**config.mk**
```make
export PLATFORM = sky130hd
export DESIGN_NAME = vector_mem_arbiter
export DESIGN_NICKNAME = d
export VERILOG_FILES = /design/src/rtl/vector_mem_arbiter_pkg.sv /design/src/rtl/vector_mem_arbiter_rr_arbiter.sv /design/src/rtl/vector_mem_arbiter.sv
export SDC_FILE = /design/constraint.sdc
export NUM_CORES = 1
export LEC_CHECK = 0
export ABC_AREA = 1
export CAP_MARGIN = 20
export CORE_AREA = 2 2 492 494
export CTS_CLUSTER_SIZE = 8
export DETAILED_ROUTE_END_ITERATION = 6
export DIE_AREA = 0 0 494 496
export SLEW_MARGIN = 20
export SYNTH_ARGS = -nofsm -noshare
export SYNTH_HDL_FRONTEND = slang
export SYNTH_HIERARCHICAL = 1
export SYNTH_SLANG_ARGS = --single-unit
```
**constraint.sdc**
```tcl
create_clock -name clk -period 3.6 [get_ports clk]
set_clock_uncertainty 0.2 [all_clocks]
set_input_delay 0.72 -clock clk [delete_from_list [all_inputs] [get_ports clk]]
set_output_delay 0.72 -clock clk [all_outputs]
set_load 0.1 [all_outputs]
```
**src/rtl/vector_mem_arbiter_pkg.sv**
```systemverilog
// Shared types and constants for the vector memory arbiter and its load/store clients.
package vector_mem_arbiter_pkg;

  localparam int unsigned REQUEST_COUNTER_WIDTH = 8;
  localparam int unsigned NUM_PORTS_DEFAULT     = 4;
  localparam int unsigned CORE_ID_WIDTH         = 8;
  localparam int unsigned ACCESS_ID_WIDTH       = 4;
  localparam int unsigned ADDR_WIDTH            = 32;
  localparam int unsigned DATA_WIDTH            = 64;
  localparam int unsigned BYTE_EN_WIDTH         = DATA_WIDTH / 8;

  typedef enum logic {
    READ_REQ  = 1'b0,
    WRITE_REQ = 1'b1
  } access_type_e;

  typedef struct packed {
    logic                             vld;
    access_type_e                     access_type;
    logic [REQUEST_COUNTER_WIDTH-1:0] access_length;
    logic [ACCESS_ID_WIDTH-1:0]       access_id;
    logic [CORE_ID_WIDTH-1:0]         core_id;
    logic [ADDR_WIDTH-1:0]            addr;
    logic [BYTE_EN_WIDTH-1:0]         byte_en;
    logic [DATA_WIDTH-1:0]            data;
  } request_t;

endpackage

```
**src/rtl/vector_mem_arbiter_rr_arbiter.sv**
```systemverilog
// Rotating-priority picker: first asserted request at or after rr_ptr, wrapping around.
module vector_mem_arbiter_rr_arbiter #(
  parameter int unsigned NUM_PORTS = 4,
  localparam int unsigned IdxW = (NUM_PORTS > 1) ? $clog2(NUM_PORTS) : 1
) (
  input  logic [NUM_PORTS-1:0] req,
  input  logic [IdxW-1:0]      rr_ptr,
  output logic [NUM_PORTS-1:0] gnt,
  output logic [IdxW-1:0]      idx
);

  always_comb begin
    logic            found;
    logic [IdxW-1:0] pos;
    gnt   = '0;
    idx   = '0;
    found = 1'b0;
    pos   = '0;
    for (int unsigned k = 0; k < NUM_PORTS; k++) begin
      pos = IdxW'((32'(rr_ptr) + k) % NUM_PORTS);
      if (!found && req[pos]) begin
        found    = 1'b1;
        gnt[pos] = 1'b1;
        idx      = pos;
      end
    end
  end

endmodule

```
**src/rtl/vector_mem_arbiter.sv**
```systemverilog
// Round-robin arbiter sharing one registered memory request port among vector LSUs,
// locked per access, with core_id-based response routing back to the ports.
module vector_mem_arbiter
  import vector_mem_arbiter_pkg::*;
#(
  parameter int unsigned NUM_PORTS    = NUM_PORTS_DEFAULT,
  parameter int unsigned CORE_ID_BASE = 8
) (
  input  logic                 clk,
  input  logic                 reset,
  input  request_t             port_req [NUM_PORTS],
  output logic [NUM_PORTS-1:0] port_grant,
  output request_t             port_rsp [NUM_PORTS],
  output request_t             mem_req,
  input  logic                 mem_grant,
  input  request_t             mem_rsp,
  output logic                 err_unmapped
);

  localparam int unsigned IdxW = (NUM_PORTS > 1) ? $clog2(NUM_PORTS) : 1;
  localparam int unsigned CntW = REQUEST_COUNTER_WIDTH;
  localparam logic [CntW-1:0] CntOne = CntW'(1);

  typedef enum logic [0:0] {
    StIdle,
    StBurst
  } state_e;

  state_e          state_q, state_d;
  logic [IdxW-1:0] owner_q, owner_d;
  logic [IdxW-1:0] rr_ptr_q, rr_ptr_d;
  logic [CntW-1:0] beat_cnt_q, beat_cnt_d;
  logic [CntW-1:0] len_q, len_d;
  request_t        mem_req_q, mem_req_d;
  request_t        port_rsp_q [NUM_PORTS];
  request_t        port_rsp_d [NUM_PORTS];
  logic            err_q, err_d;

  logic [NUM_PORTS-1:0] req_vld;
  logic [NUM_PORTS-1:0] arb_gnt;
  logic [IdxW-1:0]      arb_idx;
  logic                 grant;
  request_t             owner_req;

  always_comb begin
    for (int unsigned i = 0; i < NUM_PORTS; i++) begin
      req_vld[i] = port_req[i].vld;
    end
  end

  vector_mem_arbiter_rr_arbiter #(
    .NUM_PORTS(NUM_PORTS)
  ) u_rr_arbiter (
    .req   (req_vld),
    .rr_ptr(rr_ptr_q),
    .gnt   (arb_gnt),
    .idx   (arb_idx)
  );

  assign owner_req = port_req[owner_q];

  always_comb begin
    state_d    = state_q;
    owner_d    = owner_q;
    rr_ptr_d   = rr_ptr_q;
    beat_cnt_d = beat_cnt_q;
    len_d      = len_q;
    port_grant = '0;
    grant      = 1'b0;

    unique case (state_q)
      StIdle: begin
        if (|arb_gnt) begin
          owner_d    = arb_idx;
          beat_cnt_d = '0;
          len_d      = (port_req[arb_idx].access_length == '0) ? CntOne
                                                               : port_req[arb_idx].access_length;
          state_d    = StBurst;
        end
      end
      StBurst: begin
        // The output stage can take a beat when empty or draining this cycle.
        grant = owner_req.vld && (!mem_req_q.vld || mem_grant);
        if (grant) begin
          beat_cnt_d = beat_cnt_q + CntOne;
          if (beat_cnt_q + CntOne == len_q) begin
            state_d  = StIdle;
            rr_ptr_d = (owner_q == IdxW'(NUM_PORTS - 1)) ? '0 : owner_q + IdxW'(1);
          end
        end
      end
      default: state_d = StIdle;
    endcase

    port_grant[owner_q] = grant;

    mem_req_d = mem_req_q;
    if (grant) begin
      mem_req_d = owner_req;
    end else if (mem_grant) begin
      mem_req_d = '0;
    end
  end

  always_comb begin
    int   rsp_off;
    logic rsp_hit;
    rsp_off = int'(mem_rsp.core_id) - int'(CORE_ID_BASE);
    rsp_hit = mem_rsp.vld && (rsp_off >= 0) && (rsp_off < int'(NUM_PORTS));
    for (int i = 0; i < int'(NUM_PORTS); i++) begin
      port_rsp_d[i]     = port_rsp_q[i];
      port_rsp_d[i].vld = 1'b0;
      if (rsp_hit && (rsp_off == i)) begin
        port_rsp_d[i] = mem_rsp;
      end
    end
    err_d = mem_rsp.vld && !rsp_hit;
  end

  always_ff @(posedge clk) begin
    if (reset) begin
      state_q    <= StIdle;
      owner_q    <= '0;
      rr_ptr_q   <= '0;
      beat_cnt_q <= '0;
      len_q      <= '0;
      mem_req_q  <= '0;
      err_q      <= 1'b0;
      for (int unsigned i = 0; i < NUM_PORTS; i++) begin
        port_rsp_q[i] <= '0;
      end
    end else begin
      state_q    <= state_d;
      owner_q    <= owner_d;
      rr_ptr_q   <= rr_ptr_d;
      beat_cnt_q <= beat_cnt_d;
      len_q      <= len_d;
      mem_req_q  <= mem_req_d;
      err_q      <= err_d;
      for (int unsigned i = 0; i < NUM_PORTS; i++) begin
        port_rsp_q[i] <= port_rsp_d[i];
      end
    end
  end

  assign mem_req      = mem_req_q;
  assign port_rsp     = port_rsp_q;
  assign err_unmapped = err_q;

endmodule

```
== Word level (Yosys, flattened, before mapping) ==
Cells that the tools add are included.

* Input bits: 633
* Output and inout bits: 635
* Memories: 0
* Memory bits (writable): 0
* Memory bits (read-only): 0
* Bits in registers: 652
* Bits in latches: 0

* Add/sub/neg operators: 6
* Order comparisons: 14
* Shifts and indexed selects: 0
* Multiplexer cells: 47
* Divide/modulo/power cells: 0
* Reduce and logical (&&, ||, !) cells: 33
* Bitwise logic cells: 11
* Multiply operators: 0
* Equal/unequal tests: 7

{| class="wikitable"
|+ Operators by type and width
! cell !! count
|-
| $bmux 126 s2 || 2
|-
| $mux 126 || 4
|-
| $mux 124 || 2
|-
| $logic_not 32->1 || 1
|-
| $mux 8 || 3
|-
| $eq 9x3->1 const B || 2
|-
| $logic_and 1x1->1 || 16
|-
| $mux 1 || 16
|-
| $mux 4 || 4
|-
| $pmux 8 s2 || 1
|-
| $lt 2x3->1 const B || 5
|-
| $or 4x4->4 || 3
|-
| $demux 1 s2 || 5
|-
| $ge 2x1->1 const B || 5
|-
| $mux 2 || 5
|-
| $eq 9x2->1 const B || 1
|-
| $ge 9x1->1 const B || 1
|-
| $lt 9x4->1 const B || 1
|-
| $sub 8x4->9 const B || 1
|-
| $add 8x1->8 const B || 1
|-
| $bmux 1 s2 || 4
|-
| $eq 8x8->1 || 1
|-
| $logic_not 8->1 || 1
|-
| $reduce_or 2->1 || 4
|-
| other kinds (16) || 29
|}

== Longest topological paths before layout ==
Gate-level depths: netlist of run 1.

* Depth in word-level cells: 18
* Gate-level depth with buffers: 19
* Mapped depth without buffers: 18

== Modules after synthesis ==
Netlist of run 1, hierarchy kept.

{| class="wikitable"
|+ By module, submodules not included
! module !! area each (µm²) !! times used !! seq. area each (µm²) !! cells each
|-
| vector_mem_arbiter || 26730.6 || 1 || 13052.5 || 3709
|-
| vector_mem_arbiter_rr_arbiter || 515.5 || 1 || 0.0 || 82
|}

== Least setup slack after synthesis of run 1 ==
No wires, ideal clock.

* Kind: reg-to-output
* Start point: register owner_q[0]
* End point: output port port_grant[0]
* Slack: 0.085 ns
* Buffers on the path: 3
* Cell stages (with the launch flop): 8
* Arrival time: 2.595 ns
* Data required time: 2.680 ns
* Path through: dfxtp_1 -> buf_2 -> inv_1 -> clkbuf_1 -> clkbuf_1 -> ha_1 -> inv_1 -> nor2_1

* Word-level cells in the longest chain between the ends: 7
* Elaborated cells on any way between the ends: 12
* Those cells by class: order compare: 2; mux: 6; bitwise: 2; reduce/logical: 2

{| class="wikitable"
|+ RTL lines
! element !! line !! RTL
|-
| start: declaration || vector_mem_arbiter.sv:30 || <nowiki>logic [IdxW-1:0] owner_q, owner_d;</nowiki>
|-
| start signal: assignment || vector_mem_arbiter.sv:134 || <nowiki>owner_q <= owner_d;</nowiki>
|-
| parallel branches: the longest is 6 deep, another holds $lt 2x3->1 || n/a ||
|-
| $and 4x4->4 (no source line) (*) || n/a ||
|-
| end: declaration || vector_mem_arbiter.sv:12 || <nowiki>output logic [NUM_PORTS-1:0] port_grant,</nowiki>
|}

Every way passes the cells marked *. The select of a mux whose other input is x is not followed.

== Worst setup path in the final report of run 1 ==
* Start point: register owner_q[1]
* End point: output port port_grant[3]

The elaborated chain is that of the path after synthesis.

==> qor.txt, run 1 <==
Final Hold Vio Count -> 0
Avg Inst Size Synth -> 7.187 um2
dominant synthesized flop cell -> dfxtp_1
clock sinks -> 652
ys async rst share -> 0%
Reg area -> 0.01306 mm2
Tcrit/Tclk final -> 96.16%
Die Wd -> 494 um
CTS tree -> yes
Yosys cell types -> 38
Max IR drop VDD -> 0.3245 mV
# nets final -> 5622
Antenna Violating Nets Remaining -> 0
Row Count -> 180
Cell Pwr Density -> 476.0 mW/mm2
die area -> 0.2450 mm2
via density per instance -> 3.887
share of cells above drive strength 1 -> 17.38%
Post-route DRC -> 0
Root Driver -> clkbuf_16
Clock transition at path regs -> 0.06 ns
Max Cap Viol -> 0
vias in the first global route -> 30630
WP data arrival -> 2.54 ns
hpwl dp -> 139800 um
Mapped Cells -> 3791
total number of vias -> 31910
Post-synth EDFFs -> 0
Worst EP required -> 2.68 ns
Leakage -> 0.01748 uW
cts repair resizes -> 0
area share of the largest cell type after synthesis -> 47.91%
post-route setup slack -> 0.1382 ns
fillers -> 26840
crit path kind -> flop to output port
Multi-input gate area -> 0.01138 mm2
Routed WL -> 176200 um
core footprint -> 0.2396 mm2
# hold bufs at CTS -> 0
worst slack, placed -> 0.1593 ns
gp weighted congestion -> 0.9465
crit path launch type -> flop
Post-CTS Setup Inserts -> 0
Final setup viols -> 0
sequential cell area fraction in the yosys report -> 47.91%
Yosys warnings -> 6
Worst Setup End Kind -> output port
max_slew headroom -> 30.71%
# IOs -> 1268
initial antenna violation count -> 74
Clock Latency Late Sink -> 0.71 ns
PortBufs -> 1267
Worst Hold Class -> input pin to flop
largest net degree at the start of global routing -> 117
FMAX -> 288.9 MHz
first-pass GRT wire length -> 238000 um
Pre-antenna DRT Iters -> 5
syn nets -> 4437
Setup TNS -> 0 ns
Pins Over Slew Limit -> 0
cts bufs inserted -> 94
post-layout minimum cycle time -> 3.462 ns
H-tree level count -> 3
post-synth top area cell -> dfxtp_1
grt ovf -> 0
worst slew pin tran -> 1.039 ns
top post-synthesis cells by area -> dfxtp_1 (48%), o21ai_0 (14%), a21oi_1 (9.6%)
WL/cell -> 21.46 um
GRT Total Usage -> 13.57%
Max Root-Sink Buffers -> 3
initial core utilization -> 11.37%
Mapped Area -> 0.02725 mm2
RSZ-0062 raised after global routing -> false
Synth Register Bits -> 652
worst-path maximum fanout -> 31
Syn-to-layout area delta -> 66.51%
Die Span Y -> 496 um
status -> finished, final reports clean
starting DRC count in detailed routing -> 2312
==> synth_stat cells, drive strengths merged, types with 7 or more instances <==
cell type / number
o21ai: 749
dfxtp: 652
nor2: 526
a21oi: 524
inv: 436
nand2: 370
clkbuf: 230
o22ai: 117
nand3: 70
buf: 65
ha: 13
nand4: 7
o211ai: 7
==> worst max-delay path: stages (launching register included) <==
cell and delay, ns:
dfxtp_4 0.56, inv_4 0.27, nand3_1 0.18, nand3_2 0.11, buf_12 0.17, nor2_1 0.12, buf_4 0.19, buf_12 0.18
==> area by class of cell <==
cell class | instances | area share [%]
sequential | 652 | 28.79
timing repair buffer | 1384 | 27.48
multi-input combinational | 2405 | 25.09
tap | 3185 | 8.784
clock buffer | 106 | 5.486
inverter | 439 | 3.723
clock inverter | 9 | 0.4964
antenna | 29 | 0.1600
==> stage by stage <==
stage | hold slack [ns] | total power (uW) | std cells | util [%] | instance area [um2]
finish | 0.1901 | 21590 | 8209 | 18.93 | 45370
global route | 0.1416 | 22420 | 8198 | 18.92 | 45340
CTS | 0.1068 | 21810 | 8180 | 18.90 | 45290
detailed placement | 0.2312 | 13150 | 8065 | 17.77 | 42580
global placement | 0.2298 | 13130 | 8065 | 17.77 | 42580
floorplan | 0.2503 | 10740 | 3791 | - | 27250
==> power breakdown <==
part | internal (uW) | switching (uW) | leakage, uW | total (uW)
clock | 4980 | 3540 | 0.00132 | 8520
combinational | 1680 | 3800 | 0.0109 | 5470
sequential | 7430 | 168 | 0.00526 | 7600
==> layer usage <==
metal | part of all wire, % | vias to the layer above | global-route usage [%] | wire (um)
li1 | - | 14780 | - | -
met1 | 39 | 15080 | 15.49 | 68510
met2 | 47 | 1687 | 22.60 | 82920
met3 | 9.2 | 333 | 4.263 | 16210
met4 | 4.7 | 22 | 7.160 | 8358
met5 | 0.10 | - | 0 | 180
==> path summary, 6_finish.rpt <==
| check | slack [ns] | to | cells past startpoint | startpoint |
|---|---|---|---|---|
| max | 0.14 | port_grant[3] | 7 | owner_q[1]$_SDFFE_PP0P_ |
| min | 0.19 | port_rsp[377]$_SDFF_PP0_ | 2 | reset |
| min reg2reg | 0.24 | port_rsp[258]$_SDFFE_PP0P_ | 2 | port_rsp[258]$_SDFFE_PP0P_ |
| max reg2reg | 0.68 | len_q[0]$_SDFFE_PP0P_ | 18 | rr_ptr_q[1]$_SDFFE_PP0P_ |
==> cell families (layout without fill, tap and decap cells) <==
group / Yosys count / in the layout / share of synthesized area [%]
AOI/OAI and AO/OA: 1406 / 1406 / 26.51
buffers and inverters: 734 / 1938 / 10.45
and+or+nand+nor: 981 / 981 / 14.37
other: 0 / 29 / 0
DFF: 652 / 652 / 47.91
xor gates and xnor gates: 5 / 5 / 0.1608
adders and majority gates: 13 / 13 / 0.5970
==> flip-flops by register name (all words and copies together) (netlist names) <==
signal        count
err_unmapped      1
mem_req         126
rr_ptr_q          2
owner_q           2
beat_cnt_q        8
state_q           1
len_q             8
port_rsp        504
==> cells in the final DEF (no fill, tap or decap), types with 29 or more instances in the layout <==
cell type and count:
nand2_1 364, nor2_1 523, clkbuf_16 95, nand3_1 65, clkdlybuf4s50_1 652, dfxtp_1 650
inv_1 430, diode_2 29, a21oi_1 524, o22ai_1 117, o21ai_0 747, buf_12 36
buf_4 691
(Power assumes the default switching activity.)
==> run 2, diff against run 1 <==
- CORE_AREA: 2 2 492 494 -> 4 4 494 496
- CTS_CLUSTER_DIAMETER: not set -> 50
- DIE_AREA: 0 0 494 496 -> 0 0 498 500
==> run 2 against run 1 <==
Hold slack lost 0.066 ns. Total power grew 5.0%. Fmax grew 0.94%. Non-clock buffer count grew 13. Final cell count grew 0.43%. Sequential share of layout area shrank 0.37 points. Critical path type is now input pin to output port.
==> qor.txt, run 2 (synthesized netlist as in run 1, its figures left out) <==
Net Switching -> 7807 uW (was 7499 uW)
Row Count -> 180 (unchanged)
initial core utilization -> 11.37% (unchanged)
Root Driver -> clkbuf_16 (unchanged)
Max Cap Viol -> 0 (unchanged)
Worst Setup End Kind -> output port (unchanged)
cts bufs inserted -> 106 (was 94)
Setup TNS -> 0 ns (unchanged)
starting DRC count in detailed routing -> 2419 (was 2312)
crit path launch type -> input pin (was flop)
Pins Over Slew Limit -> 0 (unchanged)
# nets final -> 5647 (was 5622)
Post-CTS Setup Inserts -> 0 (unchanged)
cell area after layout -> 0.04596 mm2 (was 0.04537 mm2)
initial antenna violation count -> 55 (was 74)
clock sinks -> 652 (unchanged)
hpwl dp -> 146800 um (was 139800 um)
WL/cell -> 22.16 um (was 21.46 um)
routed wl met3 -> 15880 um (was 16210 um)
worst slew pin tran -> 1.154 ns (was 1.039 ns)
Comb power frac -> 24.7% (was 25.3%)
CTS tree -> yes (unchanged)
CP dominant cell by count -> buf_12 (unchanged)
Die Wd -> 498 um (was 494 um)
max_slew headroom -> 23.08% (was 30.71%)
RSZ-0062 raised after global routing -> false (unchanged)
Final Hold Vio Count -> 0 (unchanged)
GRT Total Usage -> 13.85% (was 13.57%)
Clock Latency Late Sink -> 0.70 ns (was 0.71 ns)
Cell Pwr Density -> 493.2 mW/mm2 (was 476.0 mW/mm2)
met1 wire length -> 71420 um (was 68510 um)
Clock power frac -> 41.8% (was 39.5%)
share of cells above drive strength 1 -> 18.39% (was 17.38%)
Leakage -> 0.01782 uW (was 0.01748 uW)
grt ovf -> 0 (unchanged)
WP data arrival -> 2.51 ns (was 2.54 ns)
post-route setup slack -> 0.1705 ns (was 0.1382 ns)
Antenna Violating Nets Remaining -> 0 (unchanged)
switching share of total power -> 34.44% (was 34.73%)
critical path cell sequence -> clkdlybuf4s50_1 -> buf_12 -> inv_1 -> a21boi_4 -> nand3_2 -> buf_12 -> nor2_1 -> buf_12 (was inv_4 -> nand3_1 -> nand3_2 -> buf_12 -> nor2_1 -> buf_4 -> buf_12)
total number of vias -> 31750 (was 31910)
post-layout minimum cycle time -> 3.430 ns (was 3.462 ns)
met2 wire len -> 86260 um (was 82920 um)
first-pass GRT wire length -> 247100 um (was 238000 um)
Post-route DRC -> 0 (unchanged)
commonest non-fill, non-tap cell in the layout -> o21ai_0 (unchanged)
via density per instance -> 3.852 (was 3.887)
die area -> 0.2490 mm2 (was 0.2450 mm2)
Pint -> 14860 uW (was 14090 uW)
DR top layer -> met5 (unchanged)
gp weighted congestion -> 1.022 (was 0.9465)
most frequent cells in the layout -> o21ai_0 (747), buf_4 (716), dfxtp_1 (650) (was o21ai_0 (747), buf_4 (691), clkdlybuf4s50_1 (652))
critical path's slowest cell -> clkdlybuf4s50_1 (was dfxtp_4)
core footprint -> 0.2396 mm2 (unchanged)
crit path kind -> input pin to output port (was flop to output port)
status -> finished, final reports clean (unchanged)
Worst Hold Class -> input pin to flop (unchanged)
max FFs per register -> 504 (unchanged)
sequential power share -> 33.5% (was 35.2%)
Max Root-Sink Buffers -> 3 (unchanged)
hold_ws -> 0.1245 ns (was 0.1901 ns)
Worst EP required -> 2.68 ns (about the same)
Tcrit/Tclk final -> 95.26% (was 96.16%)
Pre-antenna DRT Iters -> 7 (was 5)
critical path's largest stage delay -> 0.60 ns (was 0.56 ns)
FMAX -> 291.6 MHz (was 288.9 MHz)
vias in the first global route -> 31110 (was 30630)
Die Span Y -> 500 um (was 496 um)
worst slack, placed -> -0.7778 ns (was 0.1593 ns)
Placement Cell Area -> 0.04268 mm2 (was 0.04258 mm2)
PortBufs -> 1267 (unchanged)
Routed WL -> 182700 um (was 176200 um)
WP buf/inv -> 5 (was 4)
cell family with most CP delay -> buffers and inverters (unchanged)
Clock transition at path regs -> 0.05 ns (was 0.06 ns)
worst-path maximum fanout -> 4 (was 31)
largest net degree at the start of global routing -> 143 (was 117)
Max IR drop VDD -> 0.4182 mV (was 0.3245 mV)
Final setup viols -> 0 (unchanged)
H-tree level count -> 3 (unchanged)
Syn-to-layout area delta -> 68.67% (was 66.51%)
# IOs -> 1268 (unchanged)
==> run 2: cell count changes in the layout (fill, tap and decap cells not counted), moves of 6 or more <==
| cell | before | now |
|---|---|---|
| buf_4 | 691 | 716 |
| diode_2 | 29 | 12 |
| clkdlybuf4s50_1 | 652 | 638 |
| clkbuf_16 | 95 | 108 |
| clkbuf_1 | 4 | 12 |
| clkinv_2 | 1 | 7 |
| clkinv_4 | 0 | 6 |
==> run 2: timing repair <==
item                                    4_1_cts  5_1_grt
hold buffers                                  0        0
resized for setup                             5        0
endpoints found under the setup margin        4        0
==> run 2: metal layers <==
| layer | vias up | track usage [%] |
|---|---|---|
| met5 | - | 0 |
| met4 | 2 | 6.217 |
| met3 | 315 | 4.482 |
| met2 | 1608 | 23.60 |
| met1 | 14990 | 15.76 |
| li1 | 14840 | - |
==> run 2: area by class of cell <==
class | instances | area, um2
tap | 3185 | 3985
fill | 26810 | 193700
clock buffer | 128 | 2858
clock inverter | 26 | 366.6
timing repair buffer | 1397 | 12570
multi-input combinational | 2405 | 11400
antenna | 12 | 30.03
inverter | 439 | 1689
sequential | 652 | 13060
==> run 2: stage by stage <==
step	total power, uW	std cells	utilization, %
2_1_floorplan	10740	3791	-
3_3_place_gp	13320	8078	17.81
3_5_place_dp	13350	8078	17.81
4_1_cts	23000	8232	19.17
5_1_grt	23580	8240	19.17
6_report	22670	8244	19.18
==> run 2: power by group through the flow <==
stage                     Combinational, uW  Sequential (uW)  Clock, uW
final                                  5600             7590       9470
after detailed placement               5610             7740          0
after floorplan                        1870             8870          0
after global routing                   5910             7610      10100
after global placement                 5590             7730          0
after CTS                              5630             7590       9780
==> run 2: path summary, 6_finish.rpt <==
path | start | endpoint | slack, ns | cells after the start
worst min register to register | port_rsp[362]$_SDFFE_PP0P_ | port_rsp[362]$_SDFFE_PP0P_ | 0.24 | 2
worst max-delay path | mem_grant | port_grant[0] | 0.17 | 8
worst max register to register | rr_ptr_q[1]$_SDFFE_PP0P_ | len_q[0]$_SDFFE_PP0P_ | 0.57 | 20
worst min-delay path | reset | mem_req[4]$_SDFFE_PP0P_ | 0.12 | 2
==> run 2: worst reg2reg max path, delay by kind of cell, from the launching register on <==
family                   cells  cell delay (ns)
AO/OA/AOI/OAI                2             0.21
flip-flops                   1             0.33
AND/OR/NAND/NOR             11             1.02
buffers and inverters        6             0.86
adder cells (fa/ha/maj)      1             0.34
==> run 3, diff against run 2 <==
- SETUP_SLACK_MARGIN: not set -> 0.05
==> run 3 against run 2 <==
Sequential share of layout area about the same. Final area about the same. Critical path type is now flop to output port. Utilization hardly changed. Fmax is 2.1% higher. Global-route usage unchanged. Combinational power hardly changed. Clock power about the same. Die area unchanged. First-iteration DRC count is the same.
==> qor.txt, run 3 (synthesized netlist as in run 1, its figures left out) <==
WL/cell -> 22.16 um (unchanged)
GRT Total Usage -> 13.85% (unchanged)
worst slew pin tran -> 1.153 ns (was 1.154 ns)
Root Driver -> clkbuf_16 (unchanged)
Row Count -> 180 (unchanged)
hpwl dp -> 146800 um (unchanged)
grt ovf -> 0 (unchanged)
Clock transition at path regs -> 0.05 ns (about the same)
post-layout minimum cycle time -> 3.359 ns (was 3.430 ns)
gp weighted congestion -> 1.022 (unchanged)
WHS Endpoint -> mem_req[4]$_SDFFE_PP0P_ (unchanged)
Worst EP required -> 2.68 ns (about the same)
H-tree level count -> 3 (unchanged)
cts bufs inserted -> 106 (unchanged)
hold_sp -> reset (unchanged)
commonest non-fill, non-tap cell in the layout -> o21ai_0 (unchanged)
FMAX -> 297.7 MHz (was 291.6 MHz)
fillers -> 26810 (about the same)
Post-route DRC -> 0 (unchanged)
most frequent cells in the layout -> o21ai_0 (747), buf_4 (716), dfxtp_1 (650) (unchanged)
Leakage -> 0.01782 uW (about the same)
WP data arrival -> 2.44 ns (was 2.51 ns)
Worst R2R Path Depth -> 20 (unchanged)
Die Span Y -> 500 um (unchanged)
max_slew headroom -> 23.14% (was 23.08%)
core footprint -> 0.2396 mm2 (unchanged)
Max Cap Viol -> 0 (unchanged)
die area -> 0.2490 mm2 (unchanged)
reg2reg start -> rr_ptr_q[1]$_SDFFE_PP0P_ (unchanged)
Antenna Violating Nets Remaining -> 0 (unchanged)
via density per instance -> 3.855 (was 3.852)
# nets final -> 5647 (unchanged)
Non-Filler Instances -> 8244 (unchanged)
clock sinks -> 652 (unchanged)
Worst Setup End Kind -> output port (unchanged)
Syn-to-layout area delta -> 68.69% (was 68.67%)
RSZ-0062 raised after global routing -> false (unchanged)
max FFs per register -> 504 (unchanged)
total number of vias -> 31780 (was 31750)
PortBufs -> 1267 (unchanged)
Worst Hold Class -> input pin to flop (unchanged)
vias in the first global route -> 31110 (unchanged)
Die Wd -> 498 um (unchanged)
Final setup viols -> 0 (unchanged)
Pins Over Slew Limit -> 0 (unchanged)
largest net degree at the start of global routing -> 143 (unchanged)
first-pass GRT wire length -> 247100 um (unchanged)
starting DRC count in detailed routing -> 2419 (unchanged)
status -> finished, final reports clean (unchanged)
initial core utilization -> 11.37% (unchanged)
worst-path maximum fanout -> 78 (was 4)
Pre-antenna DRT Iters -> 7 (unchanged)
hold_ws -> 0.1245 ns (about the same)
hold depth -> 2 (unchanged)
Final Hold Vio Count -> 0 (unchanged)
share of cells above drive strength 1 -> 18.39% (unchanged)
Clock Latency Late Sink -> 0.70 ns (about the same)
reg-to-reg slack, setup -> 0.57 ns (about the same)
Routed WL -> 182700 um (unchanged)
# IOs -> 1268 (unchanged)
Max IR drop VDD -> 0.4185 mV (was 0.4182 mV)
Cell Pwr Density -> 493.3 mW/mm2 (was 493.2 mW/mm2)
Tcrit/Tclk final -> 93.30% (was 95.26%)
r2r endpoint -> len_q[0]$_SDFFE_PP0P_ (unchanged)
CTS tree -> yes (unchanged)
initial antenna violation count -> 55 (unchanged)
placed cells -> 8078 (unchanged)
crit path kind -> flop to output port (was input pin to output port)
crit path launch type -> flop (was input pin)
Max Root-Sink Buffers -> 3 (unchanged)
[run 3: cell types whose count changed in the layout (fill, tap and decap cells not counted)]
cell | previous run | this run
buf_12 | 39 | 38
buf_16 | 0 | 1
clkdlybuf4s50_1 | 638 | 637
dlygate4sd2_1 | 0 | 1
[run 3: routing by layer]
layer,global-route usage [%],wire length [um],vias to the layer above
met1,15.76,71470,15010
li1,-,-,14840
met2,23.60,86220,1611
met3,4.482,15840,321
met5,0,13,-
met4,6.217,9128,2
[run 3: power by group]
| part | total [uW] | internal [uW] | leakage [uW] | switching [uW] |
|---|---|---|---|---|
| logic | 5610 | 1720 | 0.0110 | 3880 |
| registers | 7590 | 7430 | 0.00526 | 159 |
| clock network | 9470 | 5710 | 0.00156 | 3770 |
[run 3: final cells by class]
| class | instances | area (um2) | share of cell area, % |
|---|---|---|---|
| tap | 3185 | 3985 | 8.670 |
| multi-input combinational | 2405 | 11400 | 24.80 |
| clock buffer | 128 | 2858 | 6.218 |
| inverter | 439 | 1689 | 3.675 |
| timing repair buffer | 1397 | 12570 | 27.36 |
| sequential | 652 | 13060 | 28.41 |
| clock inverter | 26 | 366.6 | 0.7976 |
| antenna | 12 | 30.03 | 0.06533 |
[run 3: repair_timing]
item,4_1_cts,5_1_grt
endpoints found under the setup margin,4,1
gates resized for setup,6,1
hold buffers,0,0
hold endpoints to repair,0,0
setup buffers,0,0
[run 3: worst max-delay path by stage]
stage,start,end
floorplan,owner_q[0]$_SDFFE_PP0P_,port_grant[0]
global placement,mem_grant,port_grant[3]
detailed placement,mem_grant,port_grant[3]
CTS,owner_q[0]$_SDFFE_PP0P_,port_grant[0]
global route,owner_q[0]$_SDFFE_PP0P_,port_grant[0]
finish,owner_q[0]$_SDFFE_PP0P_,port_grant[0]
[run 3: through the flow]
stage | util [%] | TNS [ns] | setup WS [ns] | total power (uW) | instance area (um2)
after floorplan | - | 0 | 0.08548 | 10740 | 27250
after global placement | 17.81 | -26.17 | -0.7740 | 13320 | 42680
after detailed placement | 17.81 | -27.23 | -0.7778 | 13350 | 42680
after CTS | 19.17 | 0 | 0.1011 | 23000 | 45930
after global routing | 19.18 | 0 | 0.05847 | 23580 | 45950
final | 19.18 | 0 | 0.2413 | 22670 | 45960
[run 3: critical path, stage by stage (launching register included)]
cell,delay [ns]
dfxtp_4,0.42
inv_8,0.22
buf_16,0.32
ha_1,0.24
inv_1,0.05
nor2_1,0.21
buf_12,0.21
